**src/rtl/phase_acc_fold.sv**
```systemverilog
// Phase accumulator with quadrant fold for a first-quadrant cosine LUT stage.
// Optional LFSR phase dither is enabled by defining PHASE_DITHER_EN.
module phase_acc_fold #(
  parameter int unsigned ACC_WIDTH = 24,
  parameter int unsigned OUT_WIDTH = 14
) (
  input  logic                 iClk,
  input  logic                 iRst,
  input  logic                 iEn,
  input  logic [ACC_WIDTH-1:0] iFtw,
  input  logic                 iLoad,
  input  logic [ACC_WIDTH-1:0] iPhase,
  output logic [OUT_WIDTH-1:0] oCx_g,
  output logic [1:0]           oQuad,
  output logic                 oNeg,
  output logic                 oNegAlign,
  output logic                 oValid,
  output logic                 oValidAlign
);

  localparam int unsigned FRAC = ACC_WIDTH - 2 - OUT_WIDTH;
  localparam int unsigned HIW  = ACC_WIDTH - FRAC;

  logic [ACC_WIDTH-1:0] acc_q, acc_d;
  logic                 v1_q;
  logic [OUT_WIDTH-1:0] cx_q, cx_d;
  logic [1:0]           quad_q, quad_d;
  logic                 neg_q, neg_d;
  logic                 val_q, nega_q, vala_q;
  logic [HIW-1:0]       ph;
  logic [OUT_WIDTH-1:0] f;

  always_comb begin
    acc_d = acc_q;
    if (iLoad)
      acc_d = iPhase;
    else if (iEn)
      acc_d = acc_q + iFtw;
  end

`ifdef PHASE_DITHER_EN
  logic [15:0] lfsr_q, lfsr_d;
  logic        fb, carry;

  always_comb begin
    fb     = lfsr_q[0] ^ lfsr_q[2] ^ lfsr_q[3] ^ lfsr_q[5];
    lfsr_d = v1_q ? {fb, lfsr_q[15:1]} : lfsr_q;
  end

  // Only the carry out of the truncated bits matters: a + d overflows FRAC bits iff a > ~d.
  always_comb begin
    carry = acc_q[FRAC-1:0] > ~lfsr_q[FRAC-1:0];
    ph    = acc_q[ACC_WIDTH-1:FRAC] + HIW'(carry);
  end

  always_ff @(posedge iClk or posedge iRst) begin
    if (iRst) lfsr_q <= 16'hACE1;
    else      lfsr_q <= lfsr_d;
  end
`else
  always_comb ph = acc_q[ACC_WIDTH-1:FRAC];
`endif

  always_comb begin
    quad_d = ph[HIW-1 -: 2];
    f      = ph[OUT_WIDTH-1:0];
    cx_d   = quad_d[0] ? ~f : f;
    neg_d  = quad_d[0] ^ quad_d[1];
  end

  always_ff @(posedge iClk or posedge iRst) begin
    if (iRst) begin
      acc_q  <= '0;
      v1_q   <= 1'b0;
      cx_q   <= '0;
      quad_q <= '0;
      neg_q  <= 1'b0;
      val_q  <= 1'b0;
      nega_q <= 1'b0;
      vala_q <= 1'b0;
    end else begin
      acc_q  <= acc_d;
      v1_q   <= iEn | iLoad;
      cx_q   <= cx_d;
      quad_q <= quad_d;
      neg_q  <= neg_d;
      val_q  <= v1_q;
      nega_q <= neg_q;
      vala_q <= val_q;
    end
  end

  assign oCx_g       = cx_q;
  assign oQuad       = quad_q;
  assign oNeg        = neg_q;
  assign oValid      = val_q;
  assign oNegAlign   = nega_q;
  assign oValidAlign = vala_q;

endmodule

```
**config.mk**
```make
export PLATFORM = sky130hd
export DESIGN_NAME = phase_acc_fold
export DESIGN_NICKNAME = d
export VERILOG_FILES = /design/src/rtl/phase_acc_fold.sv
export SDC_FILE = /design/constraint.sdc
export NUM_CORES = 1
export LEC_CHECK = 0
export BUFFER_PORTS_ARGS = -buffer_cell sky130_fd_sc_hd__buf_2
export CORE_AREA = 3 3 91 93
export DETAILED_ROUTE_END_ITERATION = 10
export DIE_AREA = 0 0 94 96
export PLACE_DENSITY = 0.58
export SLEW_MARGIN = 10
export SYNTH_ARGS = -nofsm -noshare
export SYNTH_HDL_FRONTEND = slang
export SYNTH_SLANG_ARGS = --single-unit
```
**constraint.sdc**
```tcl
create_clock -name iClk -period 5.24 [get_ports iClk]
set_input_delay 1.048 -clock iClk [delete_from_list [all_inputs] [get_ports iClk]]
set_output_delay 1.048 -clock iClk [all_outputs]
set_load 0.1 [all_outputs]
```
### Word level (Yosys, flattened, before mapping)

Index checks and enable logic that the tools add are counted.

* add/sub/neg operators: 1
* multiplexer cells: 3
* bitwise logic cells: 3
* reductions and logical operators: 1

Operators by type and width (count)
* $mux 24: 2
* $add 24x24->24: 1
* $mux 14: 1
* $not 14->14: 1
* $reduce_bool 2->1: 1
* $or 1x1->1: 1
* $xor 1x1->1: 1

* register bits after elaboration: 45
* bits of input ports: 52
* output and inout port bits: 20
* word-level logic and storage cells: 16

### Depth between registers and ports, before layout

* depth after elaboration: 3
* depth in mapped cells: 10
* mapped depth without buffers: 10

### Worst setup path after synthesis

No wires, ideal clock.

* path kind: input -> register
* from: input iFtw[0]
* to: register acc_q[14]
* library setup time: 0.069 ns
* data arrival time: 2.931 ns
* data required time: 5.171 ns
* setup slack: 2.240 ns
* stages on the path: 10
* path buffers: 0
* cell sequence: ha_1 inv_1 fa_1 nor2b_1 o31a_2 o2111ai_1 a31oi_1 nor2_1 or4_1 nand3_1

* cells in the longest elaborated chain, start to end: 3

RTL lines
* from (decl): RTL line 10 `input logic [ACC_WIDTH-1:0] iFtw,`
* $add 24x24->24: RTL line 38 `acc_d = acc_q + iFtw;`
* $mux 24: RTL line 37 `else if (iEn)`
* $mux 24: RTL line 35 `if (iLoad)`
* to (signal assigned): RTL line 73 `acc_q <= '0;`
* to (signal assigned): RTL line 82 `acc_q <= acc_d;`
* to (decl): RTL line 24 `logic [ACC_WIDTH-1:0] acc_q, acc_d;`

No other way between the ends. The select of a mux whose other input is x is not followed.
A chain may end at the register's enable or synchronous reset.

### Final worst setup path

Same ends and word-level chain as after synthesis.

==> results_dict.tcl <==
set metrics [dict create \
    status "finished, final reports clean" \
    nFillCells 777 \
    ys.flop_type "dfrtp_1" \
    grt_max_degree 55 \
    cts_resized 0 \
    rr_startpoint "acc_q[0]" \
    met1_usage 0.221 \
    numCtsBuffers 5 \
    clkLatencyLatePin_ps 310 \
    drv_cap 0 \
    wl_um 7360 \
    gp_congestion 0.837 \
    synth_common_cells "dfrtp_1 (45), a21oi_1 (36), ha_1 (23)" \
    synth_area_um2 3020 \
    synthTopCellsByArea "dfrtp_1 (37%), ha_1 (9.5%), xor2_1 (6.1%)" \
    critPathBufInv 2 \
    finalSetupViolCount 0 \
    setup.worst_path.start "iFtw[0]" \
    drtIter0Drc 69 \
    fin_area_um2 3540 \
    detail-route-antenna-nets 0 \
    hold_violations 0 \
    antenna_found_initial 0 \
    worst_slew_pin_slew_ps 981 \
    synth_edf_count 0 \
    worst_path_max_delay_cell "or4_1" \
    hold_path_class "reg2reg" \
    clk_pin_slew_ps 90 \
    avgSynthCellArea_um2 9.43 \
    die_h_um 96 \
    holdBufCountCts 0 \
    synth_cell_type_count 46 \
    num_vias 2566 \
    fin_nets 461 \
    cp_top_family "simple AND/OR/NAND/NOR gates" \
    cp-start-kind "input port" \
    htreeDepth 2 \
    crit_fanout 4 \
    met3_usage 0.0274 \
    syn_to_final_growth_pct 17.4 \
    syn_inst 320 \
    worst_setup_path_end_kind "flip-flop" \
    drc 0 \
    critPathMaxStageDelay_ps 420 \
    clock-sinks 45 \
    vdd_ir_drop_max_mv 0.128 \
    io_buffers 71 \
    clockBufferDepth 2 \
    grt_usage 0.172 \
    holdCritStartpoint "v1_q" \
    place_ws_ps 1820 \
    clock_skew_ps 6.38 \
    ys_seq_elements 45 \
    grtUsageMet2 0.304 \
    async_flop_share 1.00 \
    whs_ps 358 \
    fp.dieW_um 94 \
    relSlewSlack 0.345 \
    crit_chain "buf_2, ha_1, inv_1, fa_1, nor2b_1, o31a_2, o2111ai_1, a31oi_1, nor2_1, or4_1, nand3_1" \
    tns_ps 0 \
    wl_per_cell_um 15.1 \
    dieArea_um2 9020 \
    fin_crit_sh 0.598 \
    fmax_ghz 0.319 \
    cts_setup_buffers 0 \
    rsz0062_at_grt "no" \
    power.density_nw_per_um2 455 \
    io-pin-count 72 \
    placed_area_um2 3450 \
    grt_busiest_layer "met2" \
    root_buffer "clkbuf_8" \
    grt_pass1_vias 2615 \
    placementRows 32 \
    synthMostInstantiatedCell "dfrtp_1" \
    critical_path_class "in2reg" \
    grt_pass1_wl_um 12200 \
    cts_tree "built" \
    dp_hpwl_um 5410 \
    post-synth-top-area-fraction 0.373 \
    yosys_warnings 0 \
    initial_core_util 0.397 \
    diodes 0 \
    leakagePower_nw 1.64 \
    overflow 0 \
    slew_violations 0 \
    worstPathArrival_ps 3380 \
    final_layout_size_suffix_gt1_frac 0.233 \
    core_um2 7610 \
    vias_per_cell 5.26 \
    drtPass1Iterations 4 \
    required_ps 5480 \
    setup_ws_ps 2110 \
    ys_seq_area_frac 0.373 \
    synth.largest_area_cell "dfrtp_1" \
    synth_nets 396 \
    finalCriticalPeriod_ps 3130 \
]
[cells by family (layout without fill, tap and decap cells)]
group | count (synthesis) | count (layout) | share of synthesized area
AO/OA/AOI/OAI | 111 | 111 | 0.242
XOR/XNOR | 29 | 29 | 0.0842
adder cells (fa/ha/maj) | 24 | 24 | 0.102
buffers and inverters | 23 | 89 | 0.0286
flip-flops | 45 | 45 | 0.373
multiplexers | 10 | 10 | 0.0336
AND/OR/NAND/NOR | 78 | 78 | 0.136
[state kept, by name (all words and copies together), names as in the netlist]
register     flops
oCx_g           14
v1_q             1
acc_q           24
oValidAlign      1
oQuad            2
oNeg             1
oNegAlign        1
oValid           1
[final timing paths]
path	to	slack, ps	depth (start not counted)
setup / recovery	acc_q[14]	2110	11
hold / removal	oValid	360	0
setup reg to reg	acc_q[14]	2570	10
hold reg to reg	oValid	360	0
max in group asynchronous	acc_q[13]	3680	2
min in group asynchronous	oNeg	970	2
[cell type report]
class / count / area, um^2 / share of cell area
multi-input combinational: 252 / 1800 / 0.510
timing repair buffer: 71 / 355 / 0.100
tap: 102 / 128 / 0.0360
sequential: 45 / 1130 / 0.318
inverter: 10 / 37.5 / 0.0106
clock inverter: 3 / 21.3 / 0.00601
clock buffer: 5 / 68.8 / 0.0194
[report_power, final]
| group | leakage [nW] | internal, mW | switching [mW] | total, mW |
|---|---|---|---|---|
| sequential | 0.527 | 0.431 | 0.0525 | 0.484 |
| combinational | 1.07 | 0.237 | 0.661 | 0.897 |
| clock | 0.0445 | 0.0949 | 0.134 | 0.229 |
| total | 1.64 | 0.763 | 0.848 | 1.61 |
[worst reg2reg max path, cell delays in order (launching register included)]
cell and delay, ps:
dfrtp_1 360, ha_1 190, inv_1 60, fa_1 370, nor2b_1 230, o31a_2 200, o2111ai_1 190, a31oi_1 410
nor2_1 110, or4_1 420, nand3_1 80
[cells in the final DEF, fill, tap and decap left out, types with 7 or more instances in the layout]
cell	synthesis	layout
nand2_1	18	18
nor2_1	16	16
a21oi_1	36	36
nor2b_1	10	10
a21o_1	7	7
o21ai_0	22	22
inv_1	10	9
a211oi_1	8	8
dfrtp_1	45	45
buf_2	0	71
xnor2_1	8	8
o21a_1	7	7
xor2_1	21	21
nor3b_1	9	9
mux2i_1	9	9
ha_1	23	23
[layer usage]
metal,up-vias,routed length (um)
li1,1303,-
met1,1197,3450
met2,61,3540
met3,5,321
met4,0,59
met5,-,0
[per-stage QoR]
stage,power (mW),instances,util
after floorplan,1.23,320,-
after global placement,1.38,480,0.454
after detailed placement,1.39,480,0.454
after CTS,1.63,488,0.465
after global routing,1.71,488,0.465
final,1.61,488,0.465
Power figures use the tool's default switching activity.
